### src/rtl/sw_test_status_pkg.sv
// Shared status codes, channel state encoding and log helpers for the
// software test-status monitor.
package sw_test_status_pkg;

  localparam logic [15:0] IN_BOOT = 16'hb090;
  localparam logic [15:0] IN_TEST = 16'h4354;
  localparam logic [15:0] IN_WFI  = 16'h1d1e;
  localparam logic [15:0] PASSED  = 16'h900d;
  localparam logic [15:0] FAILED  = 16'hbaad;

  localparam int unsigned LOG_CHAN_W = 4;

  typedef enum logic [1:0] {
    BOOT = 2'd0,
    RUN  = 2'd1,
    PASS = 2'd2,
    FAIL = 2'd3
  } sts_state_e;

  // Channel index field of a history entry; the word field width is DW,
  // so the full entry struct is declared where DW is known.
  typedef logic [LOG_CHAN_W-1:0] log_chan_t;

  function automatic logic is_done(sts_state_e s);
    return (s == PASS) || (s == FAIL);
  endfunction

endpackage

### src/rtl/sw_test_status_mon_if.sv
// Status-write and status-report bundle of the test-status monitor.
interface sw_test_status_mon_if #(
  parameter int unsigned NCH = 2,
  parameter int unsigned DW  = 32
);
  logic [NCH-1:0]      wr_valid_i;
  logic [NCH*DW-1:0]   wr_data_i;
  logic [NCH*DW-1:0]   status_o;
  logic [NCH*2-1:0]    state_o;
  logic [NCH-1:0]      timeout_o;
  logic [NCH-1:0]      late_wr_o;
  logic                all_done_o;
  logic                all_pass_o;
  logic                log_pop_i;
  logic                log_valid_o;
  logic [4+DW-1:0]     log_data_o;
  logic                log_drop_o;

  modport master (
    output wr_valid_i, wr_data_i, log_pop_i,
    input  status_o, state_o, timeout_o, late_wr_o, all_done_o, all_pass_o,
           log_valid_o, log_data_o, log_drop_o
  );

  modport slave (
    input  wr_valid_i, wr_data_i, log_pop_i,
    output status_o, state_o, timeout_o, late_wr_o, all_done_o, all_pass_o,
           log_valid_o, log_data_o, log_drop_o
  );
endinterface

### src/rtl/sw_test_status_chan.sv
// One status channel: BOOT/RUN/PASS/FAIL tracker with RUN-state watchdog.
// Exposes its next state so the top can register aggregates in step.
module sw_test_status_chan
  import sw_test_status_pkg::*;
#(
  parameter int unsigned DW          = 32,
  parameter int unsigned TIMEOUT_CYC = 1000
) (
  input  logic          clk_i,
  input  logic          rst_ni,
  input  logic          wr_valid,
  input  logic [DW-1:0] wr_data,
  output logic [DW-1:0] status,
  output sts_state_e    state,
  output sts_state_e    state_nxt,
  output logic          timeout,
  output logic          late_wr,
  output logic          accept
);

  localparam int unsigned    WDW      = (TIMEOUT_CYC > 0) ? $clog2(TIMEOUT_CYC + 1) : 1;
  localparam logic [WDW-1:0] WD_LIMIT = WDW'(TIMEOUT_CYC);

  logic [WDW-1:0] wd, wd_nxt;
  logic [DW-1:0]  status_nxt;
  logic           timeout_nxt, late_nxt;
  logic [15:0]    code;

  assign code = wr_data[15:0];

  always_comb begin
    state_nxt   = state;
    status_nxt  = status;
    timeout_nxt = timeout;
    late_nxt    = late_wr;
    wd_nxt      = '0;
    accept      = 1'b0;
    case (state)
      BOOT: begin
        if (wr_valid) begin
          accept     = 1'b1;
          status_nxt = wr_data;
          if (code == IN_TEST)     state_nxt = RUN;
          else if (code == PASSED) state_nxt = PASS;
          else if (code == FAILED) state_nxt = FAIL;
        end
      end
      RUN: begin
        // A write in the expiry cycle wins: counter stays cleared.
        if (wr_valid) begin
          accept     = 1'b1;
          status_nxt = wr_data;
          if (code == PASSED)      state_nxt = PASS;
          else if (code == FAILED) state_nxt = FAIL;
        end else if (TIMEOUT_CYC != 0) begin
          wd_nxt = (wd == WD_LIMIT) ? wd : wd + WDW'(1);
          if (wd_nxt == WD_LIMIT) begin
            state_nxt   = FAIL;
            timeout_nxt = 1'b1;
          end
        end
      end
      PASS, FAIL: begin
        if (wr_valid) late_nxt = 1'b1;
      end
      default: state_nxt = BOOT;
    endcase
  end

  always_ff @(posedge clk_i) begin
    if (!rst_ni) begin
      state   <= BOOT;
      status  <= '0;
      wd      <= '0;
      timeout <= 1'b0;
      late_wr <= 1'b0;
    end else begin
      state   <= state_nxt;
      status  <= status_nxt;
      wd      <= wd_nxt;
      timeout <= timeout_nxt;
      late_wr <= late_nxt;
    end
  end

endmodule

### src/rtl/sw_test_status_mon.sv
// Multi-channel software test-status monitor with aggregate done/pass flags.
// Optional history FIFO enabled by defining SW_TEST_STATUS_LOG_EN.
module sw_test_status_mon
  import sw_test_status_pkg::*;
#(
  parameter int unsigned NCH         = 2,
  parameter int unsigned DW          = 32,
  parameter int unsigned TIMEOUT_CYC = 1000,
  parameter int unsigned LOG_DEPTH   = 8
) (
  input  logic                 clk_i,
  input  logic                 rst_ni,
  sw_test_status_mon_if.slave  bus
);

  typedef struct packed {
    log_chan_t     chan;
    logic [DW-1:0] word;
  } log_entry_t;

  sts_state_e     st     [NCH];
  sts_state_e     st_nxt [NCH];
  logic [NCH-1:0] accept;
  logic [NCH-1:0] done_nxt, pass_nxt;
  logic           all_done, all_pass;

  for (genvar c = 0; c < NCH; c++) begin : g_chan
    sw_test_status_chan #(
      .DW          (DW),
      .TIMEOUT_CYC (TIMEOUT_CYC)
    ) u_chan (
      .clk_i     (clk_i),
      .rst_ni    (rst_ni),
      .wr_valid  (bus.wr_valid_i[c]),
      .wr_data   (bus.wr_data_i[c*DW +: DW]),
      .status    (bus.status_o[c*DW +: DW]),
      .state     (st[c]),
      .state_nxt (st_nxt[c]),
      .timeout   (bus.timeout_o[c]),
      .late_wr   (bus.late_wr_o[c]),
      .accept    (accept[c])
    );
    assign bus.state_o[c*2 +: 2] = st[c];
    assign done_nxt[c] = is_done(st_nxt[c]);
    assign pass_nxt[c] = (st_nxt[c] == PASS);
  end

  always_ff @(posedge clk_i) begin
    if (!rst_ni) begin
      all_done <= 1'b0;
      all_pass <= 1'b0;
    end else begin
      all_done <= &done_nxt;
      all_pass <= &pass_nxt;
    end
  end

  assign bus.all_done_o = all_done;
  assign bus.all_pass_o = all_pass;

`ifdef SW_TEST_STATUS_LOG_EN
  localparam int unsigned AW = (LOG_DEPTH > 1) ? $clog2(LOG_DEPTH) : 1;

  log_entry_t    mem [LOG_DEPTH];
  logic [AW-1:0] wr_ptr, rd_ptr;
  logic [AW:0]   count;
  logic          push, multi, full, do_push, do_pop, drop;
  log_chan_t     sel;
  logic [DW-1:0] push_word;

  // Lowest-index accepted write is the one logged.
  always_comb begin
    push      = 1'b0;
    sel       = '0;
    push_word = '0;
    for (int unsigned i = 0; i < NCH; i++) begin
      if (accept[i] && !push) begin
        push      = 1'b1;
        sel       = log_chan_t'(i);
        push_word = bus.wr_data_i[i*DW +: DW];
      end
    end
  end

  function automatic logic [AW-1:0] ptr_inc(logic [AW-1:0] p);
    return (p == AW'(LOG_DEPTH - 1)) ? '0 : p + AW'(1);
  endfunction

  assign multi   = ($countones(accept) > 1);
  assign full    = (count == (AW+1)'(LOG_DEPTH));
  assign do_pop  = bus.log_pop_i && (count != '0);
  assign do_push = push && (!full || do_pop);

  always_ff @(posedge clk_i) begin
    if (!rst_ni) begin
      wr_ptr <= '0;
      rd_ptr <= '0;
      count  <= '0;
      drop   <= 1'b0;
    end else begin
      if (do_push) wr_ptr <= ptr_inc(wr_ptr);
      if (do_pop)  rd_ptr <= ptr_inc(rd_ptr);
      if (do_push && !do_pop)      count <= count + (AW+1)'(1);
      else if (!do_push && do_pop) count <= count - (AW+1)'(1);
      if (multi || (push && !do_push)) drop <= 1'b1;
    end
  end

  always_ff @(posedge clk_i) begin
    if (do_push) mem[wr_ptr] <= '{chan: sel, word: push_word};
  end

  assign bus.log_valid_o = (count != '0);
  assign bus.log_data_o  = mem[rd_ptr];
  assign bus.log_drop_o  = drop;
`else
  logic unused_log;
  assign unused_log      = ^{accept, bus.log_pop_i, (LOG_DEPTH != 0)};
  assign bus.log_valid_o = 1'b0;
  assign bus.log_data_o  = '0;
  assign bus.log_drop_o  = 1'b0;
`endif

endmodule
### src/flat_wrapper.sv
// flat-port wrapper written by rule: the top's interface ports become plain ports
module sw_test_status_mon_flat import sw_test_status_pkg::*;
#(
  parameter int unsigned NCH         = 2,
  parameter int unsigned DW          = 32,
  parameter int unsigned TIMEOUT_CYC = 1000,
  parameter int unsigned LOG_DEPTH   = 8
)
  (clk_i, rst_ni, bus_wr_valid_i, bus_wr_data_i, bus_log_pop_i, bus_status_o, bus_state_o, bus_timeout_o, bus_late_wr_o, bus_all_done_o, bus_all_pass_o, bus_log_valid_o, bus_log_data_o, bus_log_drop_o);
  sw_test_status_mon_if #(.NCH(NCH), .DW(DW)) bus_i ();
  input  logic clk_i;
  input  logic rst_ni;
  input wire logic [$bits(bus_i.wr_valid_i)-1:0] bus_wr_valid_i;
  input wire logic [$bits(bus_i.wr_data_i)-1:0] bus_wr_data_i;
  input wire logic [$bits(bus_i.log_pop_i)-1:0] bus_log_pop_i;
  output wire logic [$bits(bus_i.status_o)-1:0] bus_status_o;
  output wire logic [$bits(bus_i.state_o)-1:0] bus_state_o;
  output wire logic [$bits(bus_i.timeout_o)-1:0] bus_timeout_o;
  output wire logic [$bits(bus_i.late_wr_o)-1:0] bus_late_wr_o;
  output wire logic [$bits(bus_i.all_done_o)-1:0] bus_all_done_o;
  output wire logic [$bits(bus_i.all_pass_o)-1:0] bus_all_pass_o;
  output wire logic [$bits(bus_i.log_valid_o)-1:0] bus_log_valid_o;
  output wire logic [$bits(bus_i.log_data_o)-1:0] bus_log_data_o;
  output wire logic [$bits(bus_i.log_drop_o)-1:0] bus_log_drop_o;
  assign bus_i.wr_valid_i = bus_wr_valid_i;
  assign bus_i.wr_data_i = bus_wr_data_i;
  assign bus_i.log_pop_i = bus_log_pop_i;
  assign bus_status_o = bus_i.status_o;
  assign bus_state_o = bus_i.state_o;
  assign bus_timeout_o = bus_i.timeout_o;
  assign bus_late_wr_o = bus_i.late_wr_o;
  assign bus_all_done_o = bus_i.all_done_o;
  assign bus_all_pass_o = bus_i.all_pass_o;
  assign bus_log_valid_o = bus_i.log_valid_o;
  assign bus_log_data_o = bus_i.log_data_o;
  assign bus_log_drop_o = bus_i.log_drop_o;
  sw_test_status_mon #(.NCH(NCH), .DW(DW), .TIMEOUT_CYC(TIMEOUT_CYC), .LOG_DEPTH(LOG_DEPTH)) u_core (.clk_i(clk_i), .rst_ni(rst_ni), .bus(bus_i));
endmodule
### config.mk
export PLATFORM = sky130hd
export DESIGN_NAME = sw_test_status_mon_flat
export DESIGN_NICKNAME = d
export VERILOG_FILES = /design/src/rtl/sw_test_status_pkg.sv /design/src/rtl/sw_test_status_mon_if.sv /design/src/rtl/sw_test_status_chan.sv /design/src/rtl/sw_test_status_mon.sv /design/src/flat_wrapper.sv
export SDC_FILE = /design/constraint.sdc
export NUM_CORES = 1
export LEC_CHECK = 0
export ABC_CLOCK_PERIOD_IN_PS = 2200
export CAP_MARGIN = 20
export CORE_MARGIN = 5
export CORE_UTILIZATION = 30
export DETAILED_ROUTE_END_ITERATION = 16
export DONT_BUFFER_PORTS = 1
export HOLD_SLACK_MARGIN = 0.08
export MAX_ROUTING_LAYER = met4
export SLEW_MARGIN = 30
export SYNTH_ARGS = -nofsm -noshare
export SYNTH_HDL_FRONTEND = slang
export SYNTH_HIERARCHICAL = 1
export SYNTH_SLANG_ARGS = --single-unit
### constraint.sdc
create_clock -name clk_i -period 2.2 [get_ports clk_i]
set_input_delay 0.44 -clock clk_i [delete_from_list [all_inputs] [get_ports clk_i]]
set_output_delay 0.44 -clock clk_i [all_outputs]
set_load 0.03 [all_outputs]
==> summary.md <==
| Metric | Value |
|---|---|
| Outcome | `finished with violations` |
| Failing checks | `negative setup slack` |
| Vias | `3521` |
| Worst-Skew Late Latency | `0.35 ns` |
| Clock Sinks | `94` |
| Hold Path Depth | `1` |
| DIE WIDTH | `132 um` |
| CP Launch Type | `flip-flop` |
| Initial cell density of the core | `0.306` |
| Final setup fails | `1` |
| Synth Warn # | `6` |
| R2R depth | `9` |
| Share of cells above drive strength 1 | `0.134` |
| Clock Tree Root | `clkbuf_16` |
| First-pass DRT Iterations | `4` |
| Ys async rst share | `0` |
| Fin worst setup slack | `-0.0429 ns` |
| Hold Fails Final Rpt | `0` |
| Die ar. | `0.0173 sq mm` |
| CP max stage cell | `or4_1` |
| Netlist Area Pre-Place | `0.00444 sq mm` |
| Max Fclk | `446 MHz` |
| GPL Wtd Cong | `0.857` |
| Initial DRC Count | `129` |
| Number of vias per cell | `4.79` |
| Core Region | `0.0145 sq mm` |
| Wirelength per Cell | `15.3 um` |
| First-pass GRT wire length | `17500 um` |
| R2R Setup Slk | `-0.04 ns` |
| CTS H-tree depth | `3` |
| LEAKAGE | `1.83 nW` |
| Num CTS Buffers | `9` |
| Fin crit share | `1.02` |
| Grt ovf | `0` |
| Post-Route WL | `11300 um` |
| Hold Path Class | `in2reg` |
| Initial antenna violation count | `0` |
| Row count | `44` |
| Worst hold endpoint | `u_core/g_chan[0].u_chan/timeout` |
| Worst hold start | `rst_ni` |
| Synth Register Bits | `94` |
| Die Span Y | `132 um` |
| Largest net degree at the start of global routing | `78` |
| Distinct cells, synth | `62` |
| Mapped Avg Cell Area | `8.32 sq um` |
| CP arrival | `2.51 ns` |
| Setup crit end kind | `flip-flop` |
| Ant diodes | `0` |
| Power Density | `724 mW/mm^2` |
| Max incr delay on CP | `0.40 ns` |
| Antenna Nets Post-Route | `0` |
| CP bufs+invs | `0` |
| CP Cell Sequence | `ha_4 > nand3b_1 > or4_1 > a32oi_1 > nand4_1 > o21ai_2 > and2_4 > and3_4 > nor3b_2` |
| Final Critical Period | `2.24 ns` |
| Layout net count | `619` |
| Final core occ | `0.343` |
| Maximum fanout along the worst path | `5` |
| CTS tree | `yes` |
| Post-synth top flop | `dfxtp_1` |
| Post-synth EDFFs | `0` |
| RSZ-0062 raised after global routing | `yes` |
| Worst Path Required | `2.47 ns` |
| Fillers | `1488` |
| Setup Skew | `0.00958 ns` |
| Cells after Synth | `534` |
| Dpl hpwl | `8480 um` |
| Final Total Pwr | `3.61 mW` |
| Area growth, synth to finish | `12.1%` |
| Worst path top cell family by delay | `simple AND/OR/NAND/NOR gates` |
| Vias in the first global route | `3417` |
| Max-cap violations | `0` |
| Worst vdd ir | `0.455 mV` |
| Gr usage total | `0.126` |
| Critical Setup Path Class | `reg2reg` |
| Reg2reg start | `u_core/g_chan[1].u_chan/wd[0]` |
| Post-synthesis sequential area ratio | `0.424` |
| Maximum buffer depth of the clock tree | `2` |
| Number of I/O port buffers | `0` |
| Fin. max-slew vios | `0` |
| # IOs | `181` |
| Clock-pin transition on the worst setup and hold timing paths | `0.06 ns` |
| Worst R2R End | `u_core/bus.all_pass_o` |
| DRC | `0` |
| Hold-fix buffers at CTS | `0` |
## worst max path at each step
stage / from / to / slack, ns / depth (start not counted)
after floorplan: u_core/g_chan[1].u_chan/wd[2] / u_core/bus.all_pass_o / 0.08 / 9
after global routing: u_core/g_chan[1].u_chan/wd[0] / u_core/bus.all_pass_o / -0.15 / 10
after detailed placement: u_core/g_chan[1].u_chan/wd[7] / u_core/bus.all_pass_o / -0.05 / 8
after CTS: u_core/g_chan[1].u_chan/wd[1] / u_core/bus.all_pass_o / 0.001 / 10
after global placement: u_core/g_chan[1].u_chan/wd[7] / u_core/bus.all_pass_o / -0.01 / 8
final: u_core/g_chan[1].u_chan/wd[0] / u_core/bus.all_pass_o / -0.04 / 9
## layout by cell type, fill, tap and decap left out, drive strengths merged, types with 2 or more instances in the layout
master,n
a21boi,65
a21oi,9
and2,3
and3,11
and4,3
and4b,2
buf,30
clkbuf,11
clkinv,2
clkinvlp,3
conb,38
dfxtp,94
ha,4
inv,7
nand2,139
nand2b,3
nand3,14
nand3b,4
nand4,6
nor2,24
nor2b,4
nor3,10
nor3b,3
nor4,4
nor4b,4
o21a,2
o21ai,6
o311ai,3
or3,3
or4,6
xnor2,9
xor2,7
## flip-flops by register name, summed over array words and instances (netlist names)
signal,flops
u_core/bus.all_done_o,1
u_core/bus.all_pass_o,1
u_core/g_chan.u_chan/late_wr,2
u_core/g_chan.u_chan/state,4
u_core/g_chan.u_chan/status,64
u_core/g_chan.u_chan/timeout,2
u_core/g_chan.u_chan/wd,20
## power by group
group	total, mW	internal (mW)	leakage [nW]	switching (mW)
sequential	1.93	1.76	0.774	0.174
clock	1.44	0.795	0.128	0.647
combinational	0.229	0.0627	0.927	0.166
total	3.61	2.62	1.83	0.987
## worst register-to-register path: stages (launching register included)
cell and delay (ns):
dfxtp_4 0.37, ha_4 0.17, nand3b_1 0.16, or4_1 0.40
a32oi_1 0.20, nand4_1 0.18, o21ai_2 0.21, and2_4 0.16
and3_4 0.17, nor3b_2 0.15
## per-layer routing
layer | up-vias | track usage | part of all wire
met5 | - | - | 0
met1 | 1595 | 0.136 | 0.40
met3 | 9 | 0.0761 | 0.13
li1 | 1751 | - | -
met2 | 166 | 0.199 | 0.46
met4 | 0 | 0.0297 | 0.010
## cells by family (layout without fill, tap and decap cells)
logic type                 count (synthesis)  after routing  synth area share
DFF                                       94             94             0.424
buffers and inverters                     73             53            0.0994
xor gates and xnor gates                  16             16            0.0315
AOI/OAI and AO/OA                         97             97             0.159
and+or+nand+nor                          249            249             0.275
adders and majority gates                  4              4            0.0113
other                                      1             38          0.000844
## cell usage after synthesis (all sizes together) (7+ instances only)
cell type | number | share of area
a21boi | 65 | 0.11
and3 | 11 | 0.016
buf | 45 | 0.076
clkbuf | 21 | 0.018
a21oi | 9 | 0.010
xnor2 | 9 | 0.018
nor2 | 24 | 0.020
xor2 | 7 | 0.014
dfxtp | 94 | 0.42
nand3 | 14 | 0.017
nand2 | 139 | 0.12
nor3 | 10 | 0.012
## what timing repair did
action,CTS,global route
endpoints found under the setup margin,1,2
setup buffers,1,4
pin swaps,3,4
resized for setup,2,18
## area by class of cell
cell class,instances,area (sq um),area share
multi-input combinational,404,2320,0.465
sequential,94,1900,0.382
clock buffer,11,243,0.0487
tap,184,230,0.0462
timing repair buffer,30,225,0.0452
clock inverter,5,33.8,0.00678
inverter,7,28.8,0.00578
## metrics by stage
stage,setup TNS [ns],cell area (sq um),std cells,hold WS [ns],setup slack (ns)
6_report,-0.0429,4980,735,0.216,-0.0429
2_1_floorplan,0,4610,571,0.472,0.0766
3_3_place_gp,-0.0120,4600,714,0.482,-0.0120
5_1_grt,-0.214,4980,735,0.193,-0.149
4_1_cts,0,4890,731,0.199,0.00129
3_5_place_dp,-0.0502,4600,714,0.510,-0.0502
(Power assumes the default switching activity.)
